### config.mk
export PLATFORM = sky130hd
export DESIGN_NAME = hall_sig_gen_flat
export DESIGN_NICKNAME = d
export VERILOG_FILES = /design/src/rtl/hall_sig_if.sv /design/src/rtl/hall_sig_gen.sv /design/src/flat_wrapper.sv
export SDC_FILE = /design/constraint.sdc
export NUM_CORES = 1
export LEC_CHECK = 0
export ABC_CLOCK_PERIOD_IN_PS = 6900
export CAP_MARGIN = 30
export CORE_MARGIN = 2
export CORE_UTILIZATION = 50
export DETAILED_ROUTE_END_ITERATION = 10
export PLACE_DENSITY = 0.71
export SLEW_MARGIN = 20
export SYNTH_ARGS = -nofsm -noshare
export SYNTH_HDL_FRONTEND = slang
export SYNTH_SLANG_ARGS = --single-unit
### constraint.sdc
create_clock -name clk -period 6.9 [get_ports clk]
set_input_delay 1.725 -clock clk [delete_from_list [all_inputs] [get_ports clk]]
set_output_delay 1.725 -clock clk [all_outputs]
set_load 0.01 [all_outputs]
### src/rtl/hall_sig_if.sv
// Hall signal generator bus: configuration handshake and generated outputs.
//   enable        master -> slave  run the generator
//   load          master -> slave  1-cycle config strobe
//   freq_hz       master -> slave  requested frequency in Hz (0 = stopped)
//   duty          master -> slave  high fraction = duty/256
//   cfg_busy      slave -> master  config engine computing or waiting to apply
//   cfg_done      slave -> master  1-cycle pulse when a new config goes live
//   out_sig       slave -> master  generated hall signal
//   period_start  slave -> master  1-cycle pulse on the first cycle of a period
interface hall_sig_if #(
   parameter int unsigned FREQ_WIDTH = 8
) ();
   logic                  enable;
   logic                  load;
   logic [FREQ_WIDTH-1:0] freq_hz;
   logic [7:0]            duty;
   logic                  cfg_busy;
   logic                  cfg_done;
   logic                  out_sig;
   logic                  period_start;

   modport master (
      output enable, load, freq_hz, duty,
      input  cfg_busy, cfg_done, out_sig, period_start
   );

   modport slave (
      input  enable, load, freq_hz, duty,
      output cfg_busy, cfg_done, out_sig, period_start
   );
endinterface

### src/rtl/hall_sig_gen.sv
// Hall-sensor tach emulator. Produces a square wave of programmed frequency
// (Hz) and duty (duty/256). A new config is turned into a period length in
// clk cycles by a 32-cycle restoring divider and a one-cycle multiply, then
// held pending until the running period wraps so the output never glitches.
// Ports:
//   clk    clock, everything on posedge
//   reset  synchronous, active-high; returns to the stopped config
//   bus    hall_sig_if slave modport (enable/load/freq_hz/duty in,
//          cfg_busy/cfg_done/out_sig/period_start out, all registered)
module hall_sig_gen #(
   parameter int unsigned FREQ_WIDTH     = 8,
   parameter int unsigned CLK_FREQ_HZ    = 100_000_000,
   parameter int unsigned MIN_PERIOD_CNT = 666_667
) (
   input  logic      clk,
   input  logic      reset,
   hall_sig_if.slave bus
);
   localparam logic [31:0] CLK_DIVIDEND = 32'(CLK_FREQ_HZ);
   localparam logic [31:0] MIN_PER      = 32'(MIN_PERIOD_CNT);

   typedef enum logic [1:0] {
      CFG_IDLE = 2'd0,
      CFG_DIV  = 2'd1,
      CFG_MUL  = 2'd2,
      CFG_PEND = 2'd3
   } cfg_state_e;

   cfg_state_e            state_q, state_d;
   logic [4:0]            bit_cnt_q, bit_cnt_d;
   logic [FREQ_WIDTH-1:0] freq_q, freq_d;
   logic [7:0]            duty_q, duty_d;
   logic [31:0]           rem_q, rem_d;
   logic [31:0]           quo_q, quo_d;
   logic [31:0]           new_per_q, new_per_d;
   logic [31:0]           new_high_q, new_high_d;
   logic                  new_stop_q, new_stop_d;
   logic [31:0]           per_q, per_d;
   logic [31:0]           high_q, high_d;
   logic                  stop_q, stop_d;
   logic [31:0]           cntr_q, cntr_d;
   logic                  run_q, run_d;
   logic                  out_sig_q, out_sig_d;
   logic                  period_start_q, period_start_d;
   logic                  cfg_busy_q, cfg_busy_d;
   logic                  cfg_done_q, cfg_done_d;
   logic                  apply_s;

   // Restoring divider step: quo_q shifts the dividend out MSB-first while
   // collecting quotient bits at the LSB end.
   logic [32:0] rem_shift_s;
   logic [32:0] divisor_s;
   logic [32:0] rem_sub_s;
   logic        rem_ge_s;
   assign rem_shift_s = {rem_q, quo_q[31]};
   assign divisor_s   = 33'(freq_q);
   assign rem_sub_s   = rem_shift_s - divisor_s;
   assign rem_ge_s    = (rem_shift_s >= divisor_s);

   // Clamp to the minimum period, then scale by duty/256.
   logic [31:0] per_clamp_s;
   logic [39:0] prod_s;
   assign per_clamp_s = (quo_q < MIN_PER) ? MIN_PER : quo_q;
   assign prod_s      = 40'(per_clamp_s) * 40'(duty_q);

   // The top remainder bit is always clear after a restoring step, and the
   // low product byte is the fraction dropped by the /256.
   logic unused_bits_s;
   assign unused_bits_s = ^{rem_sub_s[32], rem_shift_s[32], prod_s[7:0]};

   // Config FSM next state, divider and multiplier datapath.
   always_comb begin
      state_d    = state_q;
      bit_cnt_d  = bit_cnt_q;
      freq_d     = freq_q;
      duty_d     = duty_q;
      rem_d      = rem_q;
      quo_d      = quo_q;
      new_per_d  = new_per_q;
      new_high_d = new_high_q;
      new_stop_d = new_stop_q;
      apply_s    = 1'b0;
      case (state_q)
         CFG_IDLE: begin
            if (bus.load) begin
               state_d   = CFG_DIV;
               freq_d    = bus.freq_hz;
               duty_d    = bus.duty;
               rem_d     = 32'd0;
               quo_d     = CLK_DIVIDEND;
               bit_cnt_d = 5'd0;
            end else begin
               state_d = CFG_IDLE;
            end
         end
         CFG_DIV: begin
            if (rem_ge_s) begin
               rem_d = rem_sub_s[31:0];
            end else begin
               rem_d = rem_shift_s[31:0];
            end
            quo_d     = {quo_q[30:0], rem_ge_s};
            bit_cnt_d = bit_cnt_q + 5'd1;
            if (bit_cnt_q == 5'd31) begin
               state_d = CFG_MUL;
            end else begin
               state_d = CFG_DIV;
            end
         end
         CFG_MUL: begin
            // freq 0 ran the divider anyway (constant latency); its result is junk.
            if (freq_q == {FREQ_WIDTH{1'b0}}) begin
               new_per_d  = 32'd0;
               new_high_d = 32'd0;
               new_stop_d = 1'b1;
            end else begin
               new_per_d  = per_clamp_s;
               new_high_d = prod_s[39:8];
               new_stop_d = 1'b0;
            end
            state_d = CFG_PEND;
         end
         CFG_PEND: begin
            // Idle generator takes the config at once; a running one only
            // on the last cycle of its period so the next period is clean.
            if (!bus.enable || stop_q || (run_q && (cntr_q == per_q - 32'd1))) begin
               apply_s = 1'b1;
               state_d = CFG_IDLE;
            end else begin
               state_d = CFG_PEND;
            end
         end
         default: begin
            state_d = CFG_IDLE;
         end
      endcase
   end

   // Active config swap, period counter and registered outputs. Outputs are
   // computed from the next counter value so cfg_done, period_start and the
   // out_sig rising edge all land in the first cycle of a period.
   always_comb begin
      per_d  = per_q;
      high_d = high_q;
      stop_d = stop_q;
      cntr_d = cntr_q;
      if (apply_s) begin
         per_d      = new_per_q;
         high_d     = new_high_q;
         stop_d     = new_stop_q;
         cfg_done_d = 1'b1;
      end else begin
         cfg_done_d = 1'b0;
      end
      cfg_busy_d = (state_d != CFG_IDLE);
      run_d      = bus.enable & ~stop_d;
      if (!run_d || !run_q || apply_s) begin
         cntr_d = 32'd0;
      end else if (cntr_q == per_q - 32'd1) begin
         cntr_d = 32'd0;
      end else begin
         cntr_d = cntr_q + 32'd1;
      end
      out_sig_d      = run_d & (cntr_d < high_d);
      period_start_d = run_d & (cntr_d == 32'd0);
   end

   // Config FSM state register.
   always_ff @(posedge clk) begin
      if (reset) begin
         state_q <= CFG_IDLE;
      end else begin
         state_q <= state_d;
      end
   end

   // Datapath, active config and output registers; reset restores the stopped config.
   always_ff @(posedge clk) begin
      if (reset) begin
         bit_cnt_q      <= 5'd0;
         freq_q         <= {FREQ_WIDTH{1'b0}};
         duty_q         <= 8'd0;
         rem_q          <= 32'd0;
         quo_q          <= 32'd0;
         new_per_q      <= 32'd0;
         new_high_q     <= 32'd0;
         new_stop_q     <= 1'b1;
         per_q          <= 32'd0;
         high_q         <= 32'd0;
         stop_q         <= 1'b1;
         cntr_q         <= 32'd0;
         run_q          <= 1'b0;
         out_sig_q      <= 1'b0;
         period_start_q <= 1'b0;
         cfg_busy_q     <= 1'b0;
         cfg_done_q     <= 1'b0;
      end else begin
         bit_cnt_q      <= bit_cnt_d;
         freq_q         <= freq_d;
         duty_q         <= duty_d;
         rem_q          <= rem_d;
         quo_q          <= quo_d;
         new_per_q      <= new_per_d;
         new_high_q     <= new_high_d;
         new_stop_q     <= new_stop_d;
         per_q          <= per_d;
         high_q         <= high_d;
         stop_q         <= stop_d;
         cntr_q         <= cntr_d;
         run_q          <= run_d;
         out_sig_q      <= out_sig_d;
         period_start_q <= period_start_d;
         cfg_busy_q     <= cfg_busy_d;
         cfg_done_q     <= cfg_done_d;
      end
   end

   assign bus.cfg_busy     = cfg_busy_q;
   assign bus.cfg_done     = cfg_done_q;
   assign bus.out_sig      = out_sig_q;
   assign bus.period_start = period_start_q;
endmodule

### src/flat_wrapper.sv
// flat-port wrapper written by rule: the top's interface ports become plain ports
module hall_sig_gen_flat 
#(
   parameter int unsigned FREQ_WIDTH     = 8,
   parameter int unsigned CLK_FREQ_HZ    = 100_000_000,
   parameter int unsigned MIN_PERIOD_CNT = 666_667
)
  (clk, reset, bus_enable, bus_load, bus_freq_hz, bus_duty, bus_cfg_busy, bus_cfg_done, bus_out_sig, bus_period_start);
  hall_sig_if #(.FREQ_WIDTH(FREQ_WIDTH)) bus_i ();
  input  logic clk;
  input  logic reset;
  input wire logic [$bits(bus_i.enable)-1:0] bus_enable;
  input wire logic [$bits(bus_i.load)-1:0] bus_load;
  input wire logic [$bits(bus_i.freq_hz)-1:0] bus_freq_hz;
  input wire logic [$bits(bus_i.duty)-1:0] bus_duty;
  output wire logic [$bits(bus_i.cfg_busy)-1:0] bus_cfg_busy;
  output wire logic [$bits(bus_i.cfg_done)-1:0] bus_cfg_done;
  output wire logic [$bits(bus_i.out_sig)-1:0] bus_out_sig;
  output wire logic [$bits(bus_i.period_start)-1:0] bus_period_start;
  assign bus_i.enable = bus_enable;
  assign bus_i.load = bus_load;
  assign bus_i.freq_hz = bus_freq_hz;
  assign bus_i.duty = bus_duty;
  assign bus_cfg_busy = bus_i.cfg_busy;
  assign bus_cfg_done = bus_i.cfg_done;
  assign bus_out_sig = bus_i.out_sig;
  assign bus_period_start = bus_i.period_start;
  hall_sig_gen #(.FREQ_WIDTH(FREQ_WIDTH), .CLK_FREQ_HZ(CLK_FREQ_HZ), .MIN_PERIOD_CNT(MIN_PERIOD_CNT)) u_core (.clk(clk), .reset(reset), .bus(bus_i));
endmodule
==> results.py, run 1 <==
metrics = {
    "global_route": {
        "grt_max_degree": 65,
        "grt_pass1_vias": 16400,
        "track_usage_pct": 24.4,
        "grt_pass1_wl_um": 82600,
        "grt_antenna_before_repair": 0,
        "grt_overflow_total": 0,
    },
    "timing": {
        "worstMarginPinSlew_ns": 0.875,
        "timing.fmax_ghz": 0.152,
        "maxSlewViolCount": 0,
        "slew_headroom_pct": 41.2,
        "fin_ws_ns": 0.318,
        "hold_violations": 0,
        "final.period_utilization_pct": 95.4,
        "setup_viol": 0,
        "rsz0062_at_grt": "yes",
        "skew_ns": 0.0198,
        "whs_ns": 0.458,
        "layout_min_cycle_time_ns": 6.58,
    },
    "clock_network": {
        "clockRootBuffer": "clkbuf_16",
        "cts_tree": "built",
        "worstSkewPairLatency_ns": 0.57,
        "cts_sinks": 254,
        "cts.clk_slew.worst_paths_ns": 0.07,
        "cts.path.max_buffers": 3,
        "cts_made_buffers": 29,
        "htreeDepth": 1,
        "postCtsHoldBufs": 0,
    },
    "placement": {
        "placed_cell_area_um2": 20500,
        "hpwl_um": 36500,
        "preCtsSetupSlack_ns": 0.0363,
        "numPortBuffers": 23,
        "gp_congestion": 0.894,
    },
    "yosys": {
        "ys_seq_area_share_pct": 25.8,
        "ys_top_cells_by_count": "nor2_1, dfxtp_1, inv_1",
        "synth.most_common_cell": "nor2_1",
        "ys_seq_elements": 254,
        "ys.flop_type": "dfxtp_1",
        "synth_cell_types": 72,
        "syn_inst": 2317,
        "syn_nets": 2617,
        "synth_area_leaders": "dfxtp_1, fa_1, ha_1, nor2_1, inv_1",
        "synth_edf_count": 0,
        "synthArstFlopShare_pct": 0,
        "synth_top_area_share_pct": 25.8,
        "synth_area_um2": 19700,
        "yosysTopAreaCell": "dfxtp_1",
        "avgSynthCellArea_um2": 8.51,
        "ys_warn_count": 0,
    },
    "worst_setup_path": {
        "cp_slowest_cell": "fa_1",
        "cp.depth": 27,
        "end_kind": "flip-flop",
        "slowest_delay_ns": 0.55,
        "crit_fanout": 36,
        "r2r_cells": 27,
        "crit_required_ns": 7.33,
        "cpMostUsedCell": "fa_1",
        "path_class": "flip-flop to flip-flop",
        "cp_data_arrival_time_ns": 7.02,
        "start_kind": "flip-flop",
        "crit_family": "compound AO/OA/AOI/OAI gates",
        "path_buf_inv": 5,
    },
    "min_path": {
        "whs_path_depth": 1,
        "hold_class": "flip-flop to flip-flop",
    },
    "die": {
        "die_h_um": 203,
        "rows": 72,
        "die_area_um2": 41000,
        "start_util_pct": 50.9,
        "io_pins": 24,
        "core_um2": 38700,
        "die-width_um": 203,
    },
    "routing": {
        "dr_wl_met3_um": 2910,
        "first_pass_iters": 5,
        "routedWlPerCell_um": 17.5,
        "top_layer": "met4",
        "viasPerCell": 5.64,
        "wl_met1_um": 22500,
        "wl_met2_um": 22900,
        "vias": 16000,
        "wl_um": 49700,
        "drcViolationCount": 0,
        "first_iter_violations": 922,
        "ant_nets": 0,
    },
    "layout": {
        "drive_gt1_share_pct": 6.03,
        "multi_input_comb_area_um2": 13300,
        "seqCellArea_um2": 5090,
        "area_growth_pct": 9.58,
        "design_area_um2": 21600,
        "fill_cells": 3509,
        "nNetsFinal": 2600,
        "diodes": 0,
    },
    "power": {
        "leakagePower_nw": 9.61,
        "p_total_mw": 4.57,
        "irDropWorstVdd_mv": 0.281,
        "p_per_area_nw_per_um2": 212,
    },
    "run": {
        "cap_violations": 0,
    },
    "outcome": {
        "outcome": "complete, no violations",
    },
}
where the power goes:
group | total (mW) | switching (mW) | internal (mW)
Clock | 1.60 | 0.636 | 0.967
Combinational | 1.32 | 0.773 | 0.551
Sequential | 1.64 | 0.0986 | 1.55
Total | 4.57 | 1.51 | 3.06
sequential cells by signal, indices dropped and copies added, names as in the netlist, 5 cells and up:
name	flops
u_core.new_high_q	32
u_core.high_q	32
u_core.duty_q	8
u_core.new_per_q	32
u_core.freq_q	8
u_core.quo_q	32
u_core.per_q	32
u_core.cntr_q	32
u_core.rem_q	32
u_core.bit_cnt_q	5
worst paths after layout:
path | start | end | slack [ns]
max reg2reg | u_core.quo_q[3] | u_core.new_high_q[16] | 0.32
min reg2reg | u_core.bit_cnt_q[3] | u_core.bit_cnt_q[3] | 0.46
min | u_core.bit_cnt_q[3] | u_core.bit_cnt_q[3] | 0.46
max | u_core.quo_q[3] | u_core.new_high_q[16] | 0.32
cell type report:
type                            instances  area share (%)
Inverter                              216            3.75
Multi-Input combinational cell       1712            61.8
Timing Repair Buffer                   87            3.35
Clock inverter                         12           0.811
Tap cell                              518            3.00
Sequential cell                       254            23.6
Clock buffer                           41            3.75
logic make-up after synthesis:
| logic type | Yosys count | share of synthesized area (%) |
|---|---|---|
| and+or+nand+nor | 931 | 23.7 |
| buffers and inverters | 351 | 6.86 |
| AOI/OAI and AO/OA | 307 | 9.97 |
| adders and majority gates | 280 | 24.6 |
| DFF | 254 | 25.8 |
| xor gates and xnor gates | 130 | 5.78 |
| muxes | 64 | 3.25 |
timing repair:
action,4_1_cts,5_1_grt
endpoints found under the setup margin,0,13
resized for setup,0,12
buffers inserted,0,3
per-layer routing:
layer | global-route usage, % | vias to the layer above
met1 | 33.4 | 7840
met5 | 0 | -
li1 | - | 7640
met2 | 40.3 | 444
met3 | 3.23 | 87
met4 | 7.95 | 0
placed cells by master, fill, tap and decap left out, types with 9 or more instances in the layout:
cell type	n
a211oi_1	10
a21o_1	18
a21oi_1	87
a22o_1	9
a22oi_1	36
and2_1	82
and3_1	94
buf_4	63
clkbuf_16	29
clkdlybuf4s50_1	22
dfxtp_1	253
fa_1	180
ha_1	100
inv_1	216
mux2i_1	64
nand2_1	198
nand2b_1	14
nand3_1	63
nand4_1	27
nor2_1	262
nor2b_1	63
nor3_1	56
nor4_1	22
o21ai_0	71
o31ai_1	9
xnor2_1	69
xor2_1	61
metrics by stage:
stage	util [%]	setup TNS, ns	std cells
2_1_floorplan	-	0	2317
3_3_place_gp	53.0	0	2783
3_5_place_dp	53.0	0	2784
4_1_cts	55.6	0	2837
5_1_grt	55.7	-0.00104	2840
6_report	55.7	0	2840
Note: power is estimated with default switching activity, not from simulation.
==> run 2: changes to the inputs <==
- CORE_UTILIZATION: 50 -> 65
- PLACE_DENSITY: 0.71 -> 0.87
==> run 2 against run 1 <==
  * Global-route usage grew 7.7 points
  * Maximum frequency shrank 0.65%
  * Worst hold slack got worse by 0.0046 ns
  * Critical endpoint unchanged
  * Utilization is 16 points higher
  * Critical path depth shrank 2
  * Clock skew increased by 0.0063 ns
==> results.py, run 2 (synthesis results as in run 1) <==
metrics = {
    "outcome": {
        "outcome": "complete, no violations",
    },
    "min_path": {
        "hold_class": "flip-flop to flip-flop",
        "worstHoldEndpoint": "u_core.bit_cnt_q[3]",
        "hold_path_startpoint": "u_core.bit_cnt_q[3]",
        "whs_path_depth": 1,
    },
    "clock_network": {
        "cts_made_buffers": 27,
        "cts_tree": "built",
        "cts.clk_slew.worst_paths_ns": 0.06,
        "htreeDepth": 1,
        "worstSkewPairLatency_ns": 0.55,
        "clockRootBuffer": "clkbuf_16",
        "cts.path.max_buffers": 3,
        "postCtsHoldBufs": 0,
        "cts_sinks": 254,
    },
    "layout": {
        "final_util_pct": 71.7,
        "layout.cells.most_common": "nor2_1",
        "fill_cells": 2107,
        "nNetsFinal": 2595,
        "diodes": 0,
        "area_growth_pct": 8.15,
        "drive_gt1_share_pct": 5.80,
        "layout_common_cells": "nor2_1, dfxtp_1, inv_1",
    },
    "routing": {
        "ant_nets": 0,
        "first_pass_iters": 6,
        "wl_um": 49700,
        "viasPerCell": 6.11,
        "vias": 16500,
        "drcViolationCount": 0,
        "routedWlPerCell_um": 18.4,
        "first_iter_violations": 1245,
    },
    "die": {
        "io_pins": 24,
        "core_um2": 29700,
        "die_h_um": 178,
        "die-width_um": 178,
        "start_util_pct": 66.3,
        "rows": 63,
        "die_area_um2": 31700,
    },
    "worst_setup_path": {
        "path_class": "flip-flop to flip-flop",
        "cp_slowest_cell": "fa_1",
        "r2r_cells": 25,
        "crit_required_ns": 7.29,
        "reg2reg_to": "u_core.new_high_q[16]",
        "slowest_delay_ns": 0.54,
        "end_kind": "flip-flop",
        "r2r_start": "u_core.quo_q[28]",
        "crit_fanout": 41,
        "cpMostUsedCell": "fa_1",
        "r2r_setup_slack_ns": 0.27,
        "cp_data_arrival_time_ns": 7.01,
        "start_kind": "flip-flop",
    },
    "power": {
        "p_total_mw": 4.44,
        "p_per_area_nw_per_um2": 208,
        "irDropWorstVdd_mv": 0.508,
        "leakagePower_nw": 9.56,
    },
    "timing": {
        "hold_violations": 0,
        "layout_min_cycle_time_ns": 6.63,
        "rsz0062_at_grt": "yes",
        "skew_ns": 0.0260,
        "whs_ns": 0.454,
        "maxSlewViolCount": 0,
        "timing.fmax_ghz": 0.151,
        "setup_tns_ns": 0,
        "setup_viol": 0,
        "slew_headroom_pct": 43.2,
        "fin_ws_ns": 0.275,
        "worstMarginPinSlew_ns": 0.850,
        "final.period_utilization_pct": 96.0,
    },
    "global_route": {
        "track_usage_pct": 32.2,
        "grt_max_degree": 100,
        "grt_pass1_wl_um": 82600,
        "grt_pass1_vias": 16900,
        "grt_overflow_total": 0,
        "grt_antenna_before_repair": 0,
    },
    "run": {
        "cap_violations": 0,
    },
    "placement": {
        "gp_congestion": 0.916,
        "numPortBuffers": 23,
        "preCtsSetupSlack_ns": 0.147,
        "hpwl_um": 36000,
    },
}
run 2: cell types whose count changed in the layout (fill, tap and decap cells not counted), moves of 3 or more:
cell / delta
o21ai_1: +3
clkbuf_1: -4
buf_4: -3
nand2b_2: +3
nand2b_1: -3
run 2: worst max-delay path by stage:
stage | start | end | cells past startpoint
final | u_core.quo_q[28] | u_core.new_high_q[16] | 25
after global routing | u_core.quo_q[12] | u_core.new_high_q[24] | 25
after global placement | u_core.quo_q[17] | u_core.new_high_q[24] | 24
after detailed placement | u_core.quo_q[17] | u_core.new_high_q[24] | 24
after floorplan | u_core.quo_q[12] | u_core.new_high_q[28] | 25
after CTS | u_core.quo_q[17] | u_core.new_high_q[24] | 24
run 2: worst max-delay path, delay by kind of cell (launching register included):
family	cells	cell delay, ns
AO/OA/AOI/OAI	9	1.90
flip-flops	1	0.31
adder cells (fa/ha/maj)	5	2.43
AND/OR/NAND/NOR	5	0.99
buffers and inverters	5	0.68
XOR/XNOR	1	0.16
run 2: layout make-up:
cell class	instances	area (um2)	share of cell area, %
flip-flops and latches	254	5090	23.9
well taps	390	488	2.29
clock buffers	37	773	3.63
inverters	216	811	3.80
repair buffers	84	709	3.33
clock inverters	9	116	0.546
multi-input cells	1712	13300	62.5
run 2: power breakdown:
part           internal, mW  switching [mW]  total (mW)
Sequential             1.54          0.0977        1.64
Clock                 0.858           0.598        1.46
Combinational         0.553           0.784        1.34
Total                  2.96            1.48        4.44
run 2: through the flow:
step / cell area [um2] / std cells
detailed placement: 20400 / 2655
floorplan: 19700 / 2317
CTS: 21200 / 2701
finish: 21300 / 2702
global route: 21300 / 2702
global placement: 20400 / 2655
run 2: layer usage:
layer	wire, um	part of all wire (%)	track usage, %	vias up
met2	23300	47	53.1	733
met4	1910	3.8	13.1	0
li1	-	-	-	7624
met1	20500	41	42.0	7980
met3	4000	8.1	5.63	168
met5	0	0	0	-
run 2: what timing repair did:
action	CTS	global route
setup buffers	0	0
gates resized for setup	0	12
endpoints found under the hold margin	0	0
setup endpoints to repair	0	5
==> run 3: changes to the inputs <==
- CORE_MARGIN: 2 -> unset
==> run 3 against run 2 <==
  * Register-to-register slack improved by 0.05 ns
  * Total power rose by 3.8%
  * Utilization rose by 0.43 points
  * Highest routed layer unchanged
  * Worst hold slack improved by 0.0020 ns
  * Setup slack improved by 0.048 ns
  * Design area rose by 0.59%
  * Critical endpoint unchanged
==> results.py, run 3 (synthesis results as in run 1) <==
metrics = {
    "routing": {
        "ant_nets": 0,
        "vias": 16700,
        "first_iter_violations": 1473,
        "drcViolationCount": 0,
        "first_pass_iters": 6,
        "viasPerCell": 6.18,
        "wl_um": 51100,
        "routedWlPerCell_um": 18.9,
    },
    "layout": {
        "diodes": 0,
        "fill_cells": 2032,
        "multi_input_comb_area_um2": 13300,
        "layout.cells.most_common": "nor2_1",
        "nNetsFinal": 2595,
        "drive_gt1_share_pct": 6.09,
        "seqCellArea_um2": 5090,
        "layout_common_cells": "nor2_1, dfxtp_1, inv_1",
        "final_util_pct": 72.1,
        "area_growth_pct": 8.79,
        "stdcell_count": 2706,
    },
    "worst_setup_path": {
        "crit_required_ns": 7.32,
        "cp_data_arrival_time_ns": 7.00,
        "end_kind": "flip-flop",
        "r2r_setup_slack_ns": 0.32,
        "cp_slowest_cell": "fa_1",
        "reg2reg_to": "u_core.new_high_q[16]",
        "r2r_start": "u_core.quo_q[1]",
        "start_kind": "flip-flop",
        "crit_fanout": 30,
        "slowest_delay_ns": 0.54,
        "r2r_cells": 27,
        "cpMostUsedCell": "fa_1",
        "path_class": "flip-flop to flip-flop",
    },
    "die": {
        "core_um2": 29700,
        "rows": 63,
        "die_area_um2": 31000,
        "start_util_pct": 66.3,
        "io_pins": 24,
        "die_h_um": 176,
        "die-width_um": 176,
    },
    "run": {
        "cap_violations": 0,
    },
    "min_path": {
        "hold_class": "flip-flop to flip-flop",
        "hold_path_startpoint": "u_core.new_per_q[17]",
        "whs_path_depth": 2,
        "worstHoldEndpoint": "u_core.new_per_q[17]",
    },
    "timing": {
        "slew_headroom_pct": 39.4,
        "worstMarginPinSlew_ns": 0.908,
        "layout_min_cycle_time_ns": 6.58,
        "hold_violations": 0,
        "setup_viol": 0,
        "final.period_utilization_pct": 95.3,
        "timing.fmax_ghz": 0.152,
        "skew_ns": 0.0327,
        "maxSlewViolCount": 0,
    },
    "global_route": {
        "grt_antenna_before_repair": 0,
        "grt_pass1_vias": 16900,
        "track_usage_pct": 33.4,
        "grt_pass1_wl_um": 83400,
        "grt_overflow_total": 0,
        "grt_max_degree": 94,
    },
    "clock_network": {
        "cts_made_buffers": 27,
        "cts_sinks": 254,
        "cts.path.max_buffers": 3,
        "htreeDepth": 1,
        "cts.clk_slew.worst_paths_ns": 0.07,
        "postCtsHoldBufs": 0,
        "cts_tree": "built",
        "ctsResizeCount": 0,
        "worstSkewPairLatency_ns": 0.55,
        "clockRootBuffer": "clkbuf_16",
        "cts_setup_buffers": 0,
    },
    "placement": {
        "placed_cells": 2655,
        "numPortBuffers": 23,
        "hpwl_um": 36000,
        "gp_congestion": 0.935,
    },
    "power": {
        "irDropWorstVdd_mv": 0.383,
        "leakagePower_nw": 9.61,
        "p_per_area_nw_per_um2": 215,
    },
    "outcome": {
        "outcome": "complete, no violations",
    },
}
## run 3: final cells by class
| class | instances | share of cell area [%] |
|---|---|---|
| Clock buffer | 36 | 3.50 |
| Clock inverter | 14 | 1.11 |
| Inverter | 216 | 3.78 |
| Multi-Input combinational cell | 1712 | 62.3 |
| Sequential cell | 254 | 23.7 |
| Tap cell | 390 | 2.28 |
| Timing Repair Buffer | 84 | 3.34 |
## run 3: layer usage
layer / wire length [um] / global-route usage [%] / share of wire (%) / vias up
li1: - / - / - / 7631
met1: 19800 / 41.8 / 39 / 8062
met2: 24400 / 56.8 / 48 / 857
met3: 4840 / 6.22 / 9.5 / 175
met4: 1980 / 13.4 / 3.9 / 0
met5: 0 / 0 / 0 / -
## run 3: power by group
group / internal [mW] / switching (mW) / leakage, nW
Clock: 0.991 / 0.617 / 0.474
Combinational: 0.558 / 0.794 / 7.08
Sequential: 1.54 / 0.100 / 2.06
Total: 3.09 / 1.51 / 9.61
## run 3: how the worst max path moves through the flow
| stage | start | depth (start not counted) | to |
|---|---|---|---|
| 6_report | u_core.quo_q[1] | 27 | u_core.new_high_q[16] |
| 5_1_grt | u_core.quo_q[17] | 24 | u_core.new_high_q[24] |
| 4_1_cts | u_core.quo_q[17] | 24 | u_core.new_high_q[24] |
| 3_5_place_dp | u_core.quo_q[17] | 24 | u_core.new_high_q[24] |
| 3_3_place_gp | u_core.quo_q[17] | 24 | u_core.new_high_q[24] |
| 2_1_floorplan | u_core.quo_q[12] | 25 | u_core.new_high_q[28] |
## run 3: critical path: cells and delay by family, from the launching register on
kind / cells / cell delay, ns
AOI/OAI and AO/OA: 11 / 2.20
xor gates and xnor gates: 1 / 0.15
buffers and inverters: 6 / 0.82
and+or+nand+nor: 4 / 0.48
DFF: 1 / 0.37
adders and majority gates: 5 / 2.42
## run 3: metrics by stage
stage               area (um2)  hold WS [ns]  setup WS, ns  TNS, ns  total power [mW]
floorplan                19700         0.425         0.565        0              2.69
global placement         20400         0.433         0.277        0              2.92
detailed placement       20400         0.449        0.0844        0              2.98
CTS                      21400         0.454        0.0528        0              4.59
global route             21400         0.504       -0.0409  -0.0409              4.83
finish                   21400         0.456         0.323        0              4.60
